$ cat src/rtl/esd_pkg.sv
// Shared types and derived constants for the ESD heartbeat initiator.
package esd_pkg;

  typedef enum logic [1:0] {
    ST_IDLE    = 2'b00,
    ST_KICKING = 2'b01,
    ST_ACKING  = 2'b10,
    ST_STALLED = 2'b11
  } esd_state_e;

  localparam int KICK_CNT_W = 8;

  // Anything shorter than 4 clocks cannot be told apart from a stuck kick line.
  function automatic int kick_cycles(input int clk_hz, input int period_us);
    int c;
    c = (clk_hz / 1000000) * period_us;
    return (c < 4) ? 4 : c;
  endfunction

  function automatic int ack_cycles(input int n);
    return (n < 2) ? 2 : n;
  endfunction

endpackage

$ cat src/rtl/esd_heartbeat_initiator_if.sv
// Application/controller-side signal bundle of the heartbeat initiator.
interface esd_heartbeat_initiator_if;
  import esd_pkg::*;

  logic                  enable;
  logic                  app_alive;
  logic                  app_fault;
  logic                  restart_req;
  logic                  shutdown_in;
  logic                  estop_clear;
  logic                  wdg_kick;
  logic                  ack_n;
  logic                  stalled;
  logic [1:0]            state;
  logic [KICK_CNT_W-1:0] kick_count;

  modport master (
    output enable, app_alive, app_fault, restart_req, shutdown_in, estop_clear,
    input  wdg_kick, ack_n, stalled, state, kick_count
  );

  modport slave (
    input  enable, app_alive, app_fault, restart_req, shutdown_in, estop_clear,
    output wdg_kick, ack_n, stalled, state, kick_count
  );

endinterface

$ cat src/rtl/esd_interval_timer.sv
// Up-counter 0..CYCLES-1 with clear, enable and a terminal-count flag.
module esd_interval_timer #(
  parameter int CYCLES = 4
) (
  input  logic clk,
  input  logic rst_n,
  input  logic clr,
  input  logic en,
  output logic tc
);

  localparam int            W    = (CYCLES > 2) ? $clog2(CYCLES) : 1;
  localparam logic [W-1:0]  LAST = W'(CYCLES - 1);

  logic [W-1:0] count_d, count_q;

  // tc does not depend on clr, so callers may derive clr from tc safely.
  always_comb begin
    tc      = en && (count_q == LAST);
    count_d = count_q;
    if (clr) begin
      count_d = '0;
    end else if (en) begin
      count_d = tc ? '0 : count_q + W'(1);
    end
  end

  always_ff @(posedge clk or negedge rst_n) begin
    if (!rst_n) begin
      count_q <= '0;
    end else begin
      count_q <= count_d;
    end
  end

endmodule

$ cat src/rtl/esd_heartbeat_initiator.sv
// Watchdog-kick and restart-ACK source for the emergency shutdown controller.
// state   | meaning
// IDLE    | service disabled, no kicks
// KICKING | kick every interval while the application is alive
// ACKING  | ack_n held low for ACK_CYCLES, kicks continue
// STALLED | liveness lost or fault, waiting for restart_req
module esd_heartbeat_initiator
  import esd_pkg::*;
#(
  parameter int CLK_HZ         = 50000000,
  parameter int KICK_PERIOD_US = 10000,
  parameter int ACK_CYCLES     = 100
) (
  input logic                       clk,
  input logic                       rst_n,
  esd_heartbeat_initiator_if.slave  bus
);

  localparam int KICK_CYC = kick_cycles(CLK_HZ, KICK_PERIOD_US);
  localparam int ACK_CYC  = ack_cycles(ACK_CYCLES);

  esd_state_e            state_d, state_q;
  logic                  alive_d, alive_q;
  logic                  kick_d, kick_q;
  logic                  ack_n_d, ack_n_q;
  logic                  stalled_d, stalled_q;
  logic [KICK_CNT_W-1:0] count_d, count_q;

  logic kick_tc, kick_en, kick_clr;
  logic ack_tc, ack_en, ack_clr;
  logic live;

  assign kick_en  = (state_q == ST_KICKING) || (state_q == ST_ACKING);
  assign kick_clr = !((state_d == ST_KICKING) || (state_d == ST_ACKING));
  assign ack_en   = (state_q == ST_ACKING);
  assign ack_clr  = (state_d != ST_ACKING);

  esd_interval_timer #(.CYCLES(KICK_CYC)) u_kick_timer (
    .clk   (clk),
    .rst_n (rst_n),
    .clr   (kick_clr),
    .en    (kick_en),
    .tc    (kick_tc)
  );

  esd_interval_timer #(.CYCLES(ACK_CYC)) u_ack_timer (
    .clk   (clk),
    .rst_n (rst_n),
    .clr   (ack_clr),
    .en    (ack_en),
    .tc    (ack_tc)
  );

  always_comb begin
    live    = alive_q | bus.app_alive;
    state_d = state_q;
    kick_d  = 1'b0;
    count_d = count_q;
    alive_d = alive_q | bus.app_alive;

    if (!bus.enable) begin
      state_d = ST_IDLE;
    end else begin
      case (state_q)
        ST_IDLE: begin
          state_d = ST_KICKING;
          alive_d = 1'b0;
        end
        ST_KICKING, ST_ACKING: begin
          if (bus.app_fault) begin
            state_d = ST_STALLED;
          end else if (kick_tc && !live) begin
            state_d = ST_STALLED;
          end else begin
            // A same-cycle app_alive counts toward the next interval.
            if (kick_tc) begin
              kick_d  = 1'b1;
              count_d = count_q + KICK_CNT_W'(1);
              alive_d = bus.app_alive;
            end
            if (state_q == ST_KICKING && bus.restart_req &&
                bus.shutdown_in && bus.estop_clear) begin
              state_d = ST_ACKING;
            end else if (state_q == ST_ACKING && ack_tc) begin
              state_d = ST_KICKING;
            end
          end
        end
        ST_STALLED: begin
          if (bus.restart_req && !bus.app_fault) begin
            state_d = ST_KICKING;
            alive_d = 1'b0;
          end
        end
        default: state_d = ST_IDLE;
      endcase
    end

    ack_n_d   = (state_d != ST_ACKING);
    stalled_d = (state_d == ST_STALLED);
  end

  always_ff @(posedge clk or negedge rst_n) begin
    if (!rst_n) begin
      state_q   <= ST_IDLE;
      alive_q   <= 1'b0;
      kick_q    <= 1'b0;
      ack_n_q   <= 1'b1;
      stalled_q <= 1'b0;
      count_q   <= '0;
    end else begin
      state_q   <= state_d;
      alive_q   <= alive_d;
      kick_q    <= kick_d;
      ack_n_q   <= ack_n_d;
      stalled_q <= stalled_d;
      count_q   <= count_d;
    end
  end

  assign bus.wdg_kick   = kick_q;
  assign bus.ack_n      = ack_n_q;
  assign bus.stalled    = stalled_q;
  assign bus.state      = state_q;
  assign bus.kick_count = count_q;

endmodule

$ cat src/flat_wrapper.sv
// flat-port wrapper written by rule: the top's interface ports become plain ports
module esd_heartbeat_initiator_flat import esd_pkg::*;
#(
  parameter int CLK_HZ         = 50000000,
  parameter int KICK_PERIOD_US = 10000,
  parameter int ACK_CYCLES     = 100
)
  (clk, rst_n, bus_enable, bus_app_alive, bus_app_fault, bus_restart_req, bus_shutdown_in, bus_estop_clear, bus_wdg_kick, bus_ack_n, bus_stalled, bus_state, bus_kick_count);
  esd_heartbeat_initiator_if bus_i ();
  input logic clk;
  input logic rst_n;
  input wire logic [$bits(bus_i.enable)-1:0] bus_enable;
  input wire logic [$bits(bus_i.app_alive)-1:0] bus_app_alive;
  input wire logic [$bits(bus_i.app_fault)-1:0] bus_app_fault;
  input wire logic [$bits(bus_i.restart_req)-1:0] bus_restart_req;
  input wire logic [$bits(bus_i.shutdown_in)-1:0] bus_shutdown_in;
  input wire logic [$bits(bus_i.estop_clear)-1:0] bus_estop_clear;
  output wire logic [$bits(bus_i.wdg_kick)-1:0] bus_wdg_kick;
  output wire logic [$bits(bus_i.ack_n)-1:0] bus_ack_n;
  output wire logic [$bits(bus_i.stalled)-1:0] bus_stalled;
  output wire logic [$bits(bus_i.state)-1:0] bus_state;
  output wire logic [$bits(bus_i.kick_count)-1:0] bus_kick_count;
  assign bus_i.enable = bus_enable;
  assign bus_i.app_alive = bus_app_alive;
  assign bus_i.app_fault = bus_app_fault;
  assign bus_i.restart_req = bus_restart_req;
  assign bus_i.shutdown_in = bus_shutdown_in;
  assign bus_i.estop_clear = bus_estop_clear;
  assign bus_wdg_kick = bus_i.wdg_kick;
  assign bus_ack_n = bus_i.ack_n;
  assign bus_stalled = bus_i.stalled;
  assign bus_state = bus_i.state;
  assign bus_kick_count = bus_i.kick_count;
  esd_heartbeat_initiator #(.CLK_HZ(CLK_HZ), .KICK_PERIOD_US(KICK_PERIOD_US), .ACK_CYCLES(ACK_CYCLES)) u_core (.clk(clk), .rst_n(rst_n), .bus(bus_i));
endmodule
$ cat config.mk
export PLATFORM = sky130hd
export DESIGN_NAME = esd_heartbeat_initiator_flat
export DESIGN_NICKNAME = d
export VERILOG_FILES = /design/src/rtl/esd_pkg.sv /design/src/rtl/esd_heartbeat_initiator_if.sv /design/src/rtl/esd_interval_timer.sv /design/src/rtl/esd_heartbeat_initiator.sv /design/src/flat_wrapper.sv
export SDC_FILE = /design/constraint.sdc
export NUM_CORES = 1
export LEC_CHECK = 0
export CORE_UTILIZATION = 56
export DETAILED_ROUTE_END_ITERATION = 7
export PLACE_DENSITY = 0.76
export SLEW_MARGIN = 30
export SYNTH_ARGS = -nofsm -noshare
export SYNTH_HDL_FRONTEND = slang
export SYNTH_SLANG_ARGS = --single-unit
$ cat constraint.sdc
create_clock -name clk -period 4.16 [get_ports clk]
set_input_delay 0.416 -clock clk [delete_from_list [all_inputs] [get_ports clk]]
set_output_delay 0.416 -clock clk [all_outputs]
set_load 0.05 [all_outputs]
==> run_results.csv, run 1 <==
group,metric,value,unit
die,core_area,3660,sq um
sta,worstMarginPinSlew,0.750,ns
sta,fin_crit,3.68,ns
power_and_ir_drop,cellPowerDensity,313,nW/um^2
global_route,grt_antenna_before_repair,0,
setup_path,startpoint_type,"flip-flop",
worst_hold_path,hold_path.class,"in2async",
setup_path,critPathRequiredTime,4.30,ns
drt,first_pass_iters,4,
synthesis,synth_cell_types,42,
synthesis,synth_area,2140,sq um
sta,final.setup.tns,0,ns
clock_tree,cts_sinks,40,
synthesis,synth.largest_area_cell,"dfrtp_1",
layout,drive_above_1_share,0.0798,
power_and_ir_drop,clkPwrFrac,0.338,
synthesis,synth_edf_count,0,
placement,io_buffers,20,
die,fp.dieH,63.8,um
placement,hpwl,2860,um
layout,diodes,0,
layout,multiInputGateArea,1080,sq um
clock_tree,hold_buffers,0,
global_route,grt-ovfl-total,0,
placement,finalWeightedCongestion,0.821,
die,ios,21,
synthesis,synthArstFlopShare,1.00,
sta,rsz0062_at_grt,"no",
power_and_ir_drop,swShare,0.264,
drt,avgRoutedWirePerCell,14.0,um
sta,relSlewSlack,0.495,
power_and_ir_drop,p_sw,0.000204,W
setup_path,crit_fanout,6,
drt,routed_via_density,5.65,
synthesis,postSynthAreaPerCell,10.1,sq um
global_route,grt_pass1_vias,1587,
synthesis,yosysSeqAreaShare,0.468,
power_and_ir_drop,p_comb_frac,0.137,
layout,nFillCells,281,
setup_path,critPathKind,"reg2reg",
synthesis,netlist_instances,212,
global_route,grt_pass1_wl,6960,um
synthesis,synthFlopType,"dfrtp_1",
power_and_ir_drop,seqPwrFrac,0.524,
synthesis,netlist.area_leader.share,0.456,
layout,regArea,1000,sq um
sta,finClkSkew,0.00715,ns
drt,ant_nets,0,
die,die_w,63.8,um
sta,setup_viol,0,
layout,nets,256,
job,max_cap_violations,0,
global_route,grt_use_total,0.223,
global_route,grt_max_degree,41,
power_and_ir_drop,irDropWorstVdd,0.239,mV
synthesis,ys_seq_elements,40,
power_and_ir_drop,leakage,1.05,nW
sta,drv_slew,0,
drt,drc,0,
synthesis,synthTopCellsByArea,"dfrtp_1 46%, xor2_1 7.4%, ha_1 6.4%, nor2_1 4.6%, xnor2_1 3.7%",
die,row_count,22,
synthesis,syn_nets,231,
sta,hold_violations,0,
power_and_ir_drop,p_int,0.000569,W
placement,placed_area,2380,sq um
clock_tree,cts_max_path_buffers,2,
clock_tree,cts_setup_buffers,0,
clock_tree,cts_tree,"built",
layout,area_growth,15.4,%
die,start_util,0.584,
outcome,status,"finished clean",
die,die_area,4070,sq um
drt,drtIter0Drc,77,
drt,via_count,1617,
clock_tree,path_clk_slew,0.08,ns
clock_tree,cts_root_buf,"clkbuf_8",
clock_tree,cts_max_level,2,
setup_path,arrival,3.83,ns
sta,timing.fmax,0.272,GHz
clock_tree,clkLatencyLatePin,0.29,ns
synthesis,synth.yosys.warnings,0,
sta,period_share,0.885,
drt,routed_wl,3990,um
layout,final_area,2470,sq um
clock_tree,cts_resized,0,
setup_path,crit_path_end_kind,"flip-flop",
clock_tree,cts_buffers,5,
-- worst paths after layout --
check | start | to | slack, ns | depth (start not counted)
worst max-delay path | u_core.bus.state[1] | u_core.u_kick_timer.count_q[7] | 0.48 | 13
worst min-delay path | rst_n | u_core.bus.stalled | 0.08 | 1
worst max register to register | u_core.bus.state[1] | u_core.u_kick_timer.count_q[7] | 0.48 | 13
worst min register to register | u_core.bus.kick_count[7] | u_core.bus.kick_count[7] | 0.47 | 1
max in group asynchronous | rst_n | u_core.u_ack_timer.count_q[5] | 3.73 | 1
min in group clk | u_core.bus.kick_count[7] | u_core.bus.kick_count[7] | 0.47 | 1
-- state kept, by name, indices dropped and copies added (netlist names) --
register	flops
u_core.bus.kick_count	8
u_core.bus.ack_n	1
u_core.alive_q	1
u_core.u_ack_timer.count_q	7
u_core.bus.state	2
u_core.bus.wdg_kick	1
u_core.bus.stalled	1
u_core.u_kick_timer.count_q	19
-- layer usage --
metal	global-route usage	share of wire	vias to the layer above
li1	-	-	794
met1	0.298	0.50	799
met2	0.360	0.47	20
met3	0.0375	0.026	4
met4	0.0852	0.0073	0
met5	0	0	-
-- cells by family after synthesis --
| family | share of synthesized area |
|---|---|
| fa+ha+maj | 0.0643 |
| xor+xnor | 0.111 |
| simple gates | 0.268 |
| flops | 0.468 |
| mux | 0.0105 |
| buf+inv | 0.0246 |
| compound gates | 0.0538 |
-- cell type report --
cell class / instances / area share
Multi-Input combinational cell: 162 / 0.439
Sequential cell: 40 / 0.406
Inverter: 7 / 0.0106
Clock buffer: 8 / 0.0365
Tap cell: 48 / 0.0243
Timing Repair Buffer: 21 / 0.0831
-- Yosys cell counts (all sizes together), types with 2 or more instances --
cell	count
buf	2
nand3	14
and4	4
nand2b	5
a21boi	2
xnor2	9
ha	11
nand2	17
nor2	26
mux2	2
nor4	2
o22ai	2
nand4	11
inv	7
dfrtp	39
xor2	18
nor3	6
o21ai	4
nor2b	2
o311ai	2
and3	3
nand3b	2
or3	3
or2	5
a21oi	3
-- worst max-delay path, cell delays in order, from the launching register on --
cell and delay, ns:
dfrtp_1 0.45, inv_1 0.09, ha_1 0.29, or4bb_1 0.43, or3_4 0.37, nor3_1 0.27, nor3_1 0.08, o22ai_1 0.30
ha_1 0.27, nor2_1 0.10, nor3_1 0.45, and3_1 0.25, xnor2_1 0.12, nor2_1 0.05
-- cell usage in the layout (no fill, tap or decap), drive strengths merged, types with 6 or more instances in the layout --
cell / instances
dfrtp: 39
nor2: 26
clkdlybuf4s50: 19
xor2: 18
nand2: 17
nand3: 14
nand4: 11
ha: 11
xnor2: 9
clkbuf: 8
inv: 7
nor3: 6
-- power groups by stage --
stage	Sequential (W)	Combinational, W	Clock [W]
floorplan	0.000423	0.0000642	0
global placement	0.000413	0.000106	0
detailed placement	0.000413	0.000106	0
CTS	0.000405	0.000106	0.000268
global route	0.000407	0.000117	0.000282
finish	0.000406	0.000106	0.000262
-- through the flow --
| stage | hold WS, ns | total power, W | util | std cells | setup WS, ns |
|---|---|---|---|---|---|
| global route | 0.135 | 0.000806 | 0.674 | 286 | 0.194 |
| CTS | 0.274 | 0.000780 | 0.674 | 286 | 0.522 |
| finish | 0.0814 | 0.000773 | 0.674 | 286 | 0.478 |
| floorplan | 0.120 | 0.000488 | - | 212 | 0.529 |
| detailed placement | 0.461 | 0.000519 | 0.649 | 278 | 0.541 |
| global placement | 0.458 | 0.000518 | 0.649 | 278 | 0.668 |
No activity file was read; power rests on OpenSTA's default activity.
==> run 2, diff against run 1 <==
--- a/config.mk
+++ b/config.mk
@@ -5,9 +5,11 @@
 export SDC_FILE = /design/constraint.sdc
 export NUM_CORES = 1
 export LEC_CHECK = 0
+export ABC_CLOCK_PERIOD_IN_PS = 3900
 export CORE_UTILIZATION = 56
 export DETAILED_ROUTE_END_ITERATION = 7
 export PLACE_DENSITY = 0.76
+export SKIP_LAST_GASP = 1
 export SLEW_MARGIN = 30
 export SYNTH_ARGS = -nofsm -noshare
 export SYNTH_HDL_FRONTEND = slang
==> constraint.sdc (replaced) <==
create_clock -name clk -period 3.9 [get_ports clk]
set_input_delay 0.39 -clock clk [delete_from_list [all_inputs] [get_ports clk]]
set_output_delay 0.39 -clock clk [all_outputs]
set_load 0.05 [all_outputs]
==> run 2 against run 1 <==
- worst hold slack got worse by 0.027 ns
- critical path type unchanged
- highest routed layer unchanged
- largest cell class unchanged
- sequential power rose by 6.7%
- cell area rose by 0.81%
- sequential share of layout area fell by 0.33 points
- first-iteration DRC count rose by 45%
- count of clock-buffer cells in the layout did not move
- core utilization rose by 0.55 points
- total power rose by 7.4%
- register-to-register slack got worse by 0.23 ns
- combinational power rose by 15%
- critical path depth fell by 1
==> run_results.csv, run 2 (synthesis results as in run 1) <==
group,metric,value,unit
sta,drv_slew,0,
sta,timing.fmax,0.274,GHz
clock_tree,cts_tree,"built",
clock_tree,cts_sinks,40,
sta,worstMarginPinSlew,0.822,ns
setup_path,cp_common_cell,"nor2_1",
drt,wl_met1,2010,um
layout,regArea,1000,sq um
drt,ant_nets,0,
sta,period_share,0.937,
layout,mostFrequentLayoutCells,"39 x dfrtp_1, 26 x nor2_1, 19 x clkdlybuf4s50_1",
setup_path,critPathKind,"reg2reg",
drt,routed_via_density,5.72,
clock_tree,cts_max_level,2,
drt,first_pass_iters,4,
clock_tree,cts_root_buf,"clkbuf_8",
setup_path,rr_startpoint,"u_core.bus.state[1]",
power_and_ir_drop,cellPowerDensity,334,nW/um^2
global_route,grt_use_total,0.252,
outcome,status,"finished clean",
global_route,grt_pass1_vias,1644,
sta,fin_crit,3.66,ns
layout,top_register,"u_core.u_kick_timer.count_q",
setup_path,startpoint_type,"flip-flop",
global_route,grt_antenna_before_repair,0,
die,ios,21,
layout,mostFrequentLayoutCell,"dfrtp_1",
clock_tree,hold_buffers,0,
layout,fin_util,0.680,
layout,nFillCells,296,
setup_path,arrival,3.82,ns
placement,io_buffers,20,
die,core_area,3660,sq um
global_route,grt_max_degree,41,
drt,met2_wirelength,2030,um
layout,nets,258,
setup_path,cpPeakStageDelay,0.45,ns
setup_path,cp_num_buf_inv,1,
global_route,grt-ovfl-total,0,
sta,rsz0062_at_grt,"no",
placement,hpwl,3070,um
die,fp.dieH,63.8,um
clock_tree,path_clk_slew,0.07,ns
setup_path,reg2reg_depth,12,
sta,final.setup.tns,0,ns
setup_path,rr_endpoint,"u_core.u_kick_timer.count_q[8]",
setup_path,cp.depth,12,
drt,routed_wl,4310,um
placement,finalWeightedCongestion,0.843,
setup_path,crit_chain,"inv_1 -> ha_1 -> or4bb_1 -> or3_4 -> nor3_1 -> o221ai_1 -> ha_1 -> nor2_1 -> nor2_1 -> and4_1 -> xnor2_1 -> nor2_1",
setup_path,critPathRequiredTime,4.06,ns
drt,via_count,1648,
layout,diodes,0,
die,die_w,63.8,um
setup_path,crit_path_end_kind,"flip-flop",
worst_hold_path,hold_path.class,"in2async",
drt,wl_met3,169,um
die,start_util,0.584,
layout,largest_reg_flops,19,
sta,hold_violations,0,
layout,multiInputGateArea,1090,sq um
clock_tree,cts_setup_buffers,0,
clock_tree,clkLatencyLatePin,0.29,ns
setup_path,crit_fanout,7,
drt,avgRoutedWirePerCell,15.0,um
drt,drtIter0Drc,112,
power_and_ir_drop,leakage,1.06,nW
sta,finClkSkew,0.00423,ns
clock_tree,cts_max_path_buffers,2,
setup_path,crit_family,"simple AND/OR/NAND/NOR gates",
die,row_count,22,
sta,relSlewSlack,0.447,
setup_path,critPathSlowestCell,"dfrtp_1",
layout,drive_above_1_share,0.0917,
job,max_cap_violations,0,
power_and_ir_drop,irDropWorstVdd,0.246,mV
clock_tree,cts_buffers,5,
setup_path,reg2reg_slack,0.24,ns
global_route,grt_pass1_wl,7690,um
drt,drc,0,
drt,top_layer,"met4",
layout,area_growth,16.3,%
die,die_area,4070,sq um
sta,setup_viol,0,
run 2: cell types whose count changed in the layout (fill, tap and decap cells not counted):
cell,before,now
buf_4,2,4
nor3_1,4,3
nor3_2,1,2
run 2: area by class of cell:
type | instances | area share
inverter | 7 | 0.0106
timing repair buffer | 23 | 0.0885
clock buffer | 8 | 0.0362
multi-input combinational | 162 | 0.438
sequential | 40 | 0.403
tap | 48 | 0.0241
run 2: metrics by stage:
stage | hold slack (ns) | cells | setup WS [ns] | power (W) | area (sq um)
2_1_floorplan | 0.0944 | 212 | 0.269 | 0.000520 | 2140
3_3_place_gp | 0.459 | 280 | 0.407 | 0.000556 | 2390
3_5_place_dp | 0.495 | 280 | 0.261 | 0.000559 | 2390
4_1_cts | 0.238 | 288 | 0.212 | 0.000840 | 2480
5_1_grt | 0.0950 | 288 | 0.0211 | 0.000873 | 2490
6_report | 0.0544 | 288 | 0.245 | 0.000831 | 2490
run 2: how the worst max path moves through the flow:
stage,start,to
after CTS,u_core.bus.state[1],u_core.u_kick_timer.count_q[7]
after floorplan,u_core.bus.state[0],u_core.u_kick_timer.count_q[7]
after global routing,u_core.bus.state[1],u_core.u_kick_timer.count_q[8]
final,u_core.bus.state[1],u_core.u_kick_timer.count_q[8]
after global placement,u_core.bus.state[0],u_core.u_kick_timer.count_q[7]
after detailed placement,u_core.bus.state[0],u_core.u_kick_timer.count_q[7]
run 2: power by group:
part           total (W)  switching [W]  leakage [nW]  internal [W]
clock network   0.000277       0.000133        0.0455      0.000144
logic           0.000122      0.0000774         0.467     0.0000441
registers       0.000433     0.00000960         0.551      0.000423
run 2: repair_timing:
item | 4_1_cts | 5_1_grt
setup endpoints to repair | 0 | 4
gates resized for setup | 0 | 1
endpoints found under the hold margin | 0 | 0
run 2: worst register-to-register path, delay by kind of cell, from the launching register on:
family,cells,cell delay [ns]
simple gates,7,1.95
fa+ha+maj,2,0.72
flops,1,0.45
compound gates,1,0.21
xor+xnor,1,0.12
buf+inv,1,0.09
run 2: routing by layer:
layer / track usage / vias up
li1: - / 795
met1: 0.314 / 806
met2: 0.403 / 38
met3: 0.0679 / 9
met4: 0.128 / 0
met5: 0 / -
==> run 3, diff against run 2 <==
--- a/config.mk
+++ b/config.mk
@@ -8,6 +8,7 @@
 export ABC_CLOCK_PERIOD_IN_PS = 3900
 export CORE_UTILIZATION = 56
 export DETAILED_ROUTE_END_ITERATION = 7
+export MAX_ROUTING_LAYER = met4
 export PLACE_DENSITY = 0.76
 export SKIP_LAST_GASP = 1
 export SLEW_MARGIN = 30
==> run 3 against run 2 <==
- core utilization did not move
- cell area stayed put
- count of clock-buffer cells in the layout unchanged
- maximum frequency rose by 0.31%
- flip-flop and latch count stayed put
- worst setup slack better by 0.011 ns
- die area unchanged
- register-to-register slack hardly changed
- non-clock buffer count did not move
- clock skew rose by 0.0015 ns
- sequential power about the same
- critical path depth did not move
- critical path type unchanged
- critical endpoint unchanged
- highest routed layer unchanged
==> run_results.csv, run 3 (synthesis results as in run 1) <==
group,metric,value,unit
drt,routed_wl,4280,um
sta,hold_violations,0,
sta,relSlewSlack,0.446,
power_and_ir_drop,p_sw,0.000220,W
sta,finClkSkew,0.00578,ns
power_and_ir_drop,cellPowerDensity,334,nW/um^2
placement,hpwl,3070,um
layout,diodes,0,
setup_path,crit_chain,"inv_1 -> ha_1 -> or4bb_1 -> or3_4 -> nor3_1 -> o221ai_1 -> ha_1 -> nor2_1 -> nor2_1 -> and4_1 -> xnor2_1 -> nor2_1",
die,row_count,22,
drt,drtIter0Drc,129,
clock_tree,path_clk_slew,0.07,ns
sta,timing.fmax,0.274,GHz
setup_path,cp_num_buf_inv,1,
drt,drc,0,
placement,io_buffers,20,
setup_path,critPathRequiredTime,4.06,ns
worst_hold_path,hold_path.class,"in2async",
setup_path,startpoint_type,"flip-flop",
drt,first_pass_iters,4,
die,die_area,4070,sq um
setup_path,crit_path_end_kind,"flip-flop",
global_route,grt_antenna_before_repair,0,
layout,top_register,"u_core.u_kick_timer.count_q",
clock_tree,cts_buffers,5,
drt,ant_nets,0,
setup_path,critPathKind,"reg2reg",
sta,drv_slew,0,
setup_path,crit_family,"simple AND/OR/NAND/NOR gates",
die,core_area,3660,sq um
global_route,grt_pass1_vias,1650,
die,start_util,0.584,
die,fp.dieH,63.8,um
die,ios,21,
job,max_cap_violations,0,
drt,avgRoutedWirePerCell,14.9,um
sta,rsz0062_at_grt,"no",
power_and_ir_drop,clkPwrFrac,0.334,
clock_tree,cts_setup_buffers,0,
clock_tree,cts_root_buf,"clkbuf_8",
layout,nets,258,
power_and_ir_drop,irDropWorstVdd,0.244,mV
placement,finalWeightedCongestion,0.856,
layout,final_area,2490,sq um
layout,multiInputGateArea,1090,sq um
layout,largest_reg_flops,19,
layout,area_growth,16.3,%
power_and_ir_drop,swShare,0.265,
global_route,grt_use_total,0.258,
clock_tree,clkLatencyLatePin,0.29,ns
sta,fin_crit,3.64,ns
setup_path,cpPeakStageDelay,0.45,ns
power_and_ir_drop,p_comb_frac,0.145,
clock_tree,cts_max_level,2,
clock_tree,cts_sinks,40,
setup_path,critPathSlowestCell,"dfrtp_1",
setup_path,crit_fanout,7,
placement,placed_area,2390,sq um
layout,mostFrequentLayoutCells,"39 x dfrtp_1, 26 x nor2_1, 19 x clkdlybuf4s50_1",
power_and_ir_drop,p_int,0.000611,W
global_route,grt_pass1_wl,7670,um
die,die_w,63.8,um
sta,setup_viol,0,
layout,mostFrequentLayoutCell,"dfrtp_1",
drt,routed_via_density,5.67,
global_route,grt-ovfl-total,0,
power_and_ir_drop,leakage,1.06,nW
sta,period_share,0.934,
clock_tree,cts_tree,"built",
layout,drive_above_1_share,0.0917,
setup_path,cp_common_cell,"nor2_1",
layout,regArea,1000,sq um
power_and_ir_drop,seqPwrFrac,0.520,
global_route,grt_max_degree,41,
sta,final.setup.tns,0,ns
setup_path,arrival,3.80,ns
drt,via_count,1634,
clock_tree,cts_max_path_buffers,2,
outcome,status,"finished clean",
layout,nFillCells,296,
sta,worstMarginPinSlew,0.824,ns
## run 3: cell counts in the layout (fill, tap and decap cells not counted)
Identical to the previous run, type by type.
## run 3: layout make-up
type | count | share of cell area
Multi-Input combinational cell | 162 | 0.438
Sequential cell | 40 | 0.403
Timing Repair Buffer | 23 | 0.0885
Clock buffer | 8 | 0.0362
Tap cell | 48 | 0.0241
Inverter | 7 | 0.0106
## run 3: per-layer routing
metal | vias up | part of all wire | GRT usage | wire length (um)
met5 | - | 0 | - | 0
met4 | 0 | 0.024 | 0.128 | 104
met3 | 10 | 0.032 | 0.0625 | 137
met2 | 32 | 0.47 | 0.403 | 2030
met1 | 800 | 0.47 | 0.313 | 2010
li1 | 792 | - | - | -
## run 3: timing repair
item,in CTS,in global routing
gates resized for setup,0,1
endpoints found under the setup margin,0,4
hold buffers,0,0
## run 3: power by group through the flow
stage          clock [W]  combinational, W  sequential [W]
3_3_place_gp           0          0.000117        0.000440
2_1_floorplan          0         0.0000685        0.000452
5_1_grt         0.000305          0.000133        0.000434
6_report        0.000278          0.000121        0.000432
4_1_cts         0.000287          0.000120        0.000433
3_5_place_dp           0          0.000119        0.000441
## run 3: worst paths after layout
check,slack [ns],from,end,cells past startpoint
worst min register to register,0.50,u_core.bus.kick_count[6],u_core.bus.kick_count[6],1
worst max register to register,0.26,u_core.bus.state[1],u_core.u_kick_timer.count_q[8],12
worst max-delay path,0.26,u_core.bus.state[1],u_core.u_kick_timer.count_q[8],12
max in group asynchronous,3.49,rst_n,u_core.u_kick_timer.count_q[11],1
min in group clk,0.50,u_core.bus.kick_count[6],u_core.bus.kick_count[6],1
worst min-delay path,0.05,rst_n,u_core.bus.stalled,1
## run 3: per-stage QoR
step | utilization | setup WS [ns] | hold slack (ns) | total power, W | instances
6_report | 0.680 | 0.256 | 0.0516 | 0.000831 | 288
3_3_place_gp | 0.653 | 0.407 | 0.459 | 0.000556 | 280
5_1_grt | 0.680 | 0.0212 | 0.0976 | 0.000872 | 288
2_1_floorplan | - | 0.269 | 0.0944 | 0.000520 | 212
4_1_cts | 0.678 | 0.212 | 0.238 | 0.000840 | 288
3_5_place_dp | 0.653 | 0.261 | 0.495 | 0.000559 | 280
